## src/rtl/rhd_pkg.sv

```systemverilog
// rhd_pkg: shared defaults, channel width and capture FSM states for the RHD MISO capture block
package rhd_pkg;
  localparam int WORD_W_DEF = 16;
  localparam int RHD_CHANNEL_W = 8;
  typedef enum logic [1:0] {IDLE, FRAME, DRAIN, PUSH} state_t;
endpackage

```

## src/rtl/rhd_miso_port.sv

```systemverilog
// rhd_miso_port: per-port MISO shift register with saturating bit counter; RHD_DDR_EN adds a falling-edge twin
module rhd_miso_port import rhd_pkg::*; #(
  parameter int WORD_W = WORD_W_DEF
) (
  input  logic              clk,
  input  logic              rstn,
  input  logic              clr,
  input  logic              stb,
  input  logic              miso,
`ifdef RHD_DDR_EN
  input  logic              stb_f,
  output logic [WORD_W-1:0] word_f,
`endif
  output logic [WORD_W-1:0] word,
  output logic              err
);
  localparam int CW = $clog2(WORD_W + 2);
  logic [CW-1:0] cnt;
  always_ff @(posedge clk or negedge rstn)
    if (!rstn) begin
      word <= '0;
      cnt  <= '0;
    end else if (clr) begin
      word <= '0;
      cnt  <= '0;
    end else if (stb) begin
      word <= {word[WORD_W-2:0], miso};
      cnt  <= (cnt == CW'(WORD_W + 1)) ? cnt : cnt + 1'b1;
    end
`ifdef RHD_DDR_EN
  logic [CW-1:0] cnt_f;
  always_ff @(posedge clk or negedge rstn)
    if (!rstn) begin
      word_f <= '0;
      cnt_f  <= '0;
    end else if (clr) begin
      word_f <= '0;
      cnt_f  <= '0;
    end else if (stb_f) begin
      word_f <= {word_f[WORD_W-2:0], miso};
      cnt_f  <= (cnt_f == CW'(WORD_W + 1)) ? cnt_f : cnt_f + 1'b1;
    end
  assign err = (cnt != CW'(WORD_W)) || (cnt_f != CW'(WORD_W));
`else
  assign err = cnt != CW'(WORD_W);
`endif
endmodule

```

## src/rtl/rhd_miso_capture.sv

```systemverilog
// rhd_miso_capture: oversampled multi-port RHD MISO capture with per-port delay taps and a one-deep output register
// Define RHD_DDR_EN to also capture on SCLK falls (adds out_data_ddr).
module rhd_miso_capture import rhd_pkg::*; #(
  parameter int NUM_PORTS = 32,
  parameter int WORD_W    = WORD_W_DEF,
  parameter int OFFSET_W  = 6
) (
  input  logic                          clk,
  input  logic                          rstn,
  input  logic                          SCLK,
  input  logic                          CS,
  input  logic [NUM_PORTS-1:0]          MISO,
  input  logic [NUM_PORTS*OFFSET_W-1:0] oversample_offset,
  input  logic [RHD_CHANNEL_W-1:0]      channel_in,
  input  logic                          out_ready,
  output logic                          out_valid,
  output logic [NUM_PORTS*WORD_W-1:0]   out_data,
`ifdef RHD_DDR_EN
  output logic [NUM_PORTS*WORD_W-1:0]   out_data_ddr,
`endif
  output logic [RHD_CHANNEL_W-1:0]      out_channel,
  output logic [NUM_PORTS-1:0]          out_err,
  output logic                          overflow
);
  localparam int MAX_OFF = 2**OFFSET_W - 1;
  state_t                        state;
  logic                          sclk_q, cs_q;
  logic [MAX_OFF-1:0]            dly;
  logic [MAX_OFF:0]              tap;
  logic [OFFSET_W-1:0]           dcnt;
  logic [RHD_CHANNEL_W-1:0]      chan;
  logic [NUM_PORTS*WORD_W-1:0]   words;
  logic [NUM_PORTS-1:0]          err;
  logic                          clr, load;
  // Strobes only originate in FRAME so a frame begun during DRAIN/PUSH cannot pollute the record
  assign tap  = {dly, SCLK & ~sclk_q & ~CS & (state == FRAME)};
  assign clr  = (state == IDLE) && cs_q && !CS;
  assign load = (state == PUSH) && (!out_valid || out_ready);
  always_ff @(posedge clk or negedge rstn)
    if (!rstn) begin
      sclk_q <= 1'b0;
      cs_q   <= 1'b1;
      dly    <= '0;
    end else begin
      sclk_q <= SCLK;
      cs_q   <= CS;
      dly    <= tap[MAX_OFF-1:0];
    end
`ifdef RHD_DDR_EN
  logic [MAX_OFF-1:0]          dly_f;
  logic [MAX_OFF:0]            tap_f;
  logic [NUM_PORTS*WORD_W-1:0] words_f;
  assign tap_f = {dly_f, ~SCLK & sclk_q & ~CS & (state == FRAME)};
  always_ff @(posedge clk or negedge rstn)
    if (!rstn) begin
      dly_f        <= '0;
      out_data_ddr <= '0;
    end else begin
      dly_f        <= tap_f[MAX_OFF-1:0];
      out_data_ddr <= load ? words_f : out_data_ddr;
    end
`endif
  for (genvar p = 0; p < NUM_PORTS; p++) begin : g_port
    rhd_miso_port #(.WORD_W(WORD_W)) u_port (
      .clk  (clk),
      .rstn (rstn),
      .clr  (clr),
      .stb  (tap[oversample_offset[p*OFFSET_W +: OFFSET_W]]),
      .miso (MISO[p]),
`ifdef RHD_DDR_EN
      .stb_f  (tap_f[oversample_offset[p*OFFSET_W +: OFFSET_W]]),
      .word_f (words_f[p*WORD_W +: WORD_W]),
`endif
      .word (words[p*WORD_W +: WORD_W]),
      .err  (err[p])
    );
  end
  always_ff @(posedge clk or negedge rstn)
    if (!rstn) begin
      state       <= IDLE;
      dcnt        <= '0;
      chan        <= '0;
      out_valid   <= 1'b0;
      out_data    <= '0;
      out_channel <= '0;
      out_err     <= '0;
      overflow    <= 1'b0;
    end else begin
      if (out_valid && out_ready) out_valid <= 1'b0;
      case (state)
        IDLE:    if (clr) begin
                   state <= FRAME;
                   chan  <= channel_in;
                 end
        FRAME:   if (CS) state <= DRAIN;
        DRAIN:   begin
                   dcnt  <= dcnt + 1'b1;
                   state <= (dcnt == '1) ? PUSH : DRAIN;
                 end
        PUSH:    begin
                   state <= IDLE;
                   if (load) begin
                     out_valid   <= 1'b1;
                     out_data    <= words;
                     out_channel <= chan;
                     out_err     <= err;
                   end else overflow <= 1'b1;
                 end
        default: state <= IDLE;
      endcase
    end
endmodule

```

## config.mk

```make
export PLATFORM = sky130hd
export DESIGN_NAME = rhd_miso_capture
export DESIGN_NICKNAME = d
export VERILOG_FILES = /design/src/rtl/rhd_pkg.sv /design/src/rtl/rhd_miso_port.sv /design/src/rtl/rhd_miso_capture.sv
export SDC_FILE = /design/constraint.sdc
export NUM_CORES = 2
export LEC_CHECK = 0
export ABC_CLOCK_PERIOD_IN_PS = 2700
export CORE_MARGIN = 3
export CORE_UTILIZATION = 35
export CTS_BUF_LIST = sky130_fd_sc_hd__clkbuf_2 sky130_fd_sc_hd__clkbuf_4 sky130_fd_sc_hd__clkbuf_8
export DETAILED_ROUTE_END_ITERATION = 8
export DONT_BUFFER_PORTS = 1
export HOLD_SLACK_MARGIN = 0.05
export PLACE_DENSITY = 0.5
export SLEW_MARGIN = 20
export SYNTH_ARGS = -nofsm -noshare
export SYNTH_HDL_FRONTEND = slang
export SYNTH_SLANG_ARGS = --single-unit
```

## constraint.sdc

```tcl
create_clock -name clk -period 2.7 [get_ports clk]
set_input_delay 0.54 -clock clk [delete_from_list [all_inputs] [get_ports clk]]
set_output_delay 0.54 -clock clk [all_outputs]
set_load 0.005 [all_outputs]
```

==> summary.md <==
| Metric | Value |
|---|---|
| Final period utilization | 1.08 |
| Final #Nets | 7512 |
| Final WL | 252000 µm |
| Number of buffers added on ports | 0 |
| RSZ-0062 raised after global routing | yes |
| Starting Density | 0.353 |
| FFs w/ async S/R, synth | 1.00 |
| Pwr Density | 744 nW/µm² |
| Via/cell ratio | 5.55 |
| Setup WS pre-CTS | -0.986 ns |
| CTS sink count | 1307 |
| Data required time at the worst endpoint | 3.51 ns |
| Core Area | 203000 µm² |
| Post-Syn Area | 71600 µm² |
| Largest net degree at the start of global routing | 214 |
| Least-Margin Pin Slew | 1.10 ns |
| Max_cap viols | 0 |
| Layout cell share with drive strength beyond 1 | 0.242 |
| Cts bufs inserted | 230 |
| Initial DRC Count | 4975 |
| Vias | 55700 |
| CTS clk-pin slew, worst paths | 0.06 ns |
| Die Width | 458 µm |
| Peak Freq | 343 MHz |
| Minimum clock period | 2.91 ns |
| Top cell type's share of synthesized area | 0.457 |
| WL per Instance | 25.1 µm |
| #FFs+latches synth | 1307 |
| Synthesized instance count | 6903 |
| Final worst slack | -0.215 ns |
| Non-Filler Instances | 10000 |
| GPL Wtd Cong | 0.920 |
| Top_reg_cell synth | dfrtp_1 |
| Synth area leader | dfrtp_1 |
| Failing checks | hold timing, setup timing |
| Hold WC Path Type | in2async |
| Vias in the first global route | 56100 |
| Syn_area_per_cell | 10.4 µm² |
| First-pass iteration count of the detailed router | 6 |
| Largest cells by area after synthesis | dfrtp_1, mux4_2, nand2_1, mux2i_1, nor2_1 |
| Crit path launch type | register |
| H-tree levels | 4 |
| Synth Warn # | 0 |
| TritonCTS clock tree | built |
| Area grow syn2layout | 22.1% |
| CP endpoint kind | register |
| Headroom to the max-slew limit | 0.267 |
| Yosys cell types | 98 |
| First-pass GRT wire length | 374000 µm |
| Hold Vio Cnt, Final | 101 |
| Root buf cell | clkbuf_8 |
| Worst hold margin | -0.110 ns |
| Cell with the most instances after synthesis | nand2_1 |
| Setup CP Type | reg2reg |
| Tot GR Track Use | 0.233 |
| Arrival time worst endpoint | 3.73 ns |
| Placement Cell Area | 77000 µm² |
| # setup viols final | 257 |
| Die Area | 210000 µm² |
| Row count | 165 |
| Status | finished, violations left |
| Largest vdd supply drop | 0.000512 V |
| Pleak | 0.0422 µW |
| Number of antenna violations at the first check in global routing | 14 |
| Post-route ant nets | 0 |
| Chip Height | 458 µm |
| Crit-path max FO | 10 |
| Skew final | 0.161 ns |
| Cells after DPL | 9334 |
| DRC viols | 0 |
| List of most frequent post-synthesis cells | nand2_1, dfrtp_1, mux2i_1, nor2_1, mux4_2 |
| Number of synthesized flops with an enable pin | 0 |
| Clk_lat worst skew | 1.04 ns |
| Final max-slew violation count | 0 |
| Fin area | 87400 µm² |
| Clock Path Buffers | 3 |
| Total global routing overflow | 0 |
| Syn_nets | 7241 |
| Number of top-level pins | 791 |
| Post-synthesis sequential area ratio | 0.457 |
| HPWL reported at the end of detailed placement | 167000 µm |
worst max-delay path: stages (launching register included):
cell and delay, ns:
dfrtp_2 0.46, buf_12 0.17, mux4_2 0.46, mux4_2 0.48, and3b_2 0.25, a221oi_4 0.23
buf_12 0.21, buf_16 0.17, mux2i_4 0.22, nor2_1 0.05
timing repair:
action,4_1_cts,5_1_grt
gates resized for setup,273,140
endpoints found under the hold margin,852,324
gates cloned,23,9
setup endpoints to repair,572,846
hold buffers,99,12
setup buffers,116,41
pin swaps,90,100
final cells by class:
type                            count  area, µm²
Timing Repair Buffer              692       8850
Clock buffer                      364       4520
Clock inverter                     52        793
Tap cell                         2672       3340
Sequential cell                  1307      32700
Inverter                          127        477
Antenna cell                       15       37.5
Fill cell                       19300     115000
Multi-Input combinational cell   4816      36700
layout by cell type, fill, tap and decap left out, drive strengths merged, types with 11 or more instances in the layout:
cell / synthesis / layout
or3: 54 / 54
nor2b: 27 / 27
inv: 127 / 132
a211o: 13 / 13
mux2: 21 / 21
nand2: 1909 / 1909
and2: 17 / 17
a41oi: 16 / 16
xnor2: 13 / 13
o21ai: 226 / 226
o31ai: 20 / 20
nor2: 513 / 514
mux2i: 623 / 623
diode: 0 / 15
o211ai: 30 / 30
nor3b: 30 / 30
ha: 101 / 101
a31oi: 38 / 38
nor3: 11 / 11
nand4: 21 / 21
a311oi: 11 / 11
nand3: 186 / 186
a21oi: 164 / 164
a22oi: 36 / 36
nand2b: 27 / 27
nand3b: 37 / 37
dlygate4sd3: 0 / 101
buf: 255 / 580
clkbuf: 398 / 373
o22ai: 14 / 14
clkinv: 0 / 36
dfrtp: 1306 / 1306
a211oi: 14 / 15
mux4: 482 / 482
per-stage QoR:
stage	util	setup TNS, ns	power (µW)
after CTS	0.424	-14.02	65800
after global placement	0.380	-296.57	43100
after floorplan	-	0	37300
final	0.431	-14.06	65100
after detailed placement	0.380	-310.91	43600
after global routing	0.431	-40.91	69300
state kept, by name, summed over array words and instances, names as in the netlist:
register	count
chan	8
cs_q	1
dcnt	6
dly	63
g_port.u_port.cnt	160
g_port.u_port.word	512
out_channel	8
out_data	512
out_err	32
out_valid	1
overflow	1
sclk_q	1
state	2
final timing paths:
kind                              startpoint                                    end  slack (ns)  depth (start not counted)
setup / recovery           dly[25]$_DFF_PN0_   g_port[0].u_port.word[7]$_DFFE_PN0P_       -0.21                          9
min in group clk                    MISO[16]  g_port[16].u_port.word[0]$_DFFE_PN0P_        0.21                          3
setup reg to reg           dly[25]$_DFF_PN0_   g_port[0].u_port.word[7]$_DFFE_PN0P_       -0.21                          9
max in group asynchronous               rstn              out_data[269]$_DFFE_PN0P_        0.35                          8
hold / removal                          rstn               out_data[88]$_DFFE_PN0P_       -0.11                          4
hold reg to reg            dly[28]$_DFF_PN0_                      dly[29]$_DFF_PN0_        0.44                          0
metal layers:
metal | wire [µm] | vias to the layer above | track usage
li1 | - | 24500 | -
met1 | 97300 | 28100 | 0.285
met4 | 13700 | 6 | 0.120
met5 | 103 | - | 0.00253
met3 | 23100 | 627 | 0.0722
met2 | 118000 | 2475 | 0.372
power breakdown:
group | switching [µW] | internal [µW] | total, µW | leakage (µW)
sequential | 4950 | 24100 | 29000 | 0.0176
clock | 8960 | 11700 | 20700 | 0.00280
combinational | 8730 | 6610 | 15300 | 0.0217
kinds of logic (layout without fill, tap and decap cells):
family,count (synthesis),in the layout,synth area share
other cells,0,15,0
buf+inv,782,1235,0.0500
simple gates,2892,2893,0.169
fa+ha+maj,101,101,0.0177
compound gates,676,677,0.0614
flops,1307,1307,0.457
mux,1126,1126,0.243
xor+xnor,19,19,0.00232
No activity file was read; power rests on OpenSTA's default activity.
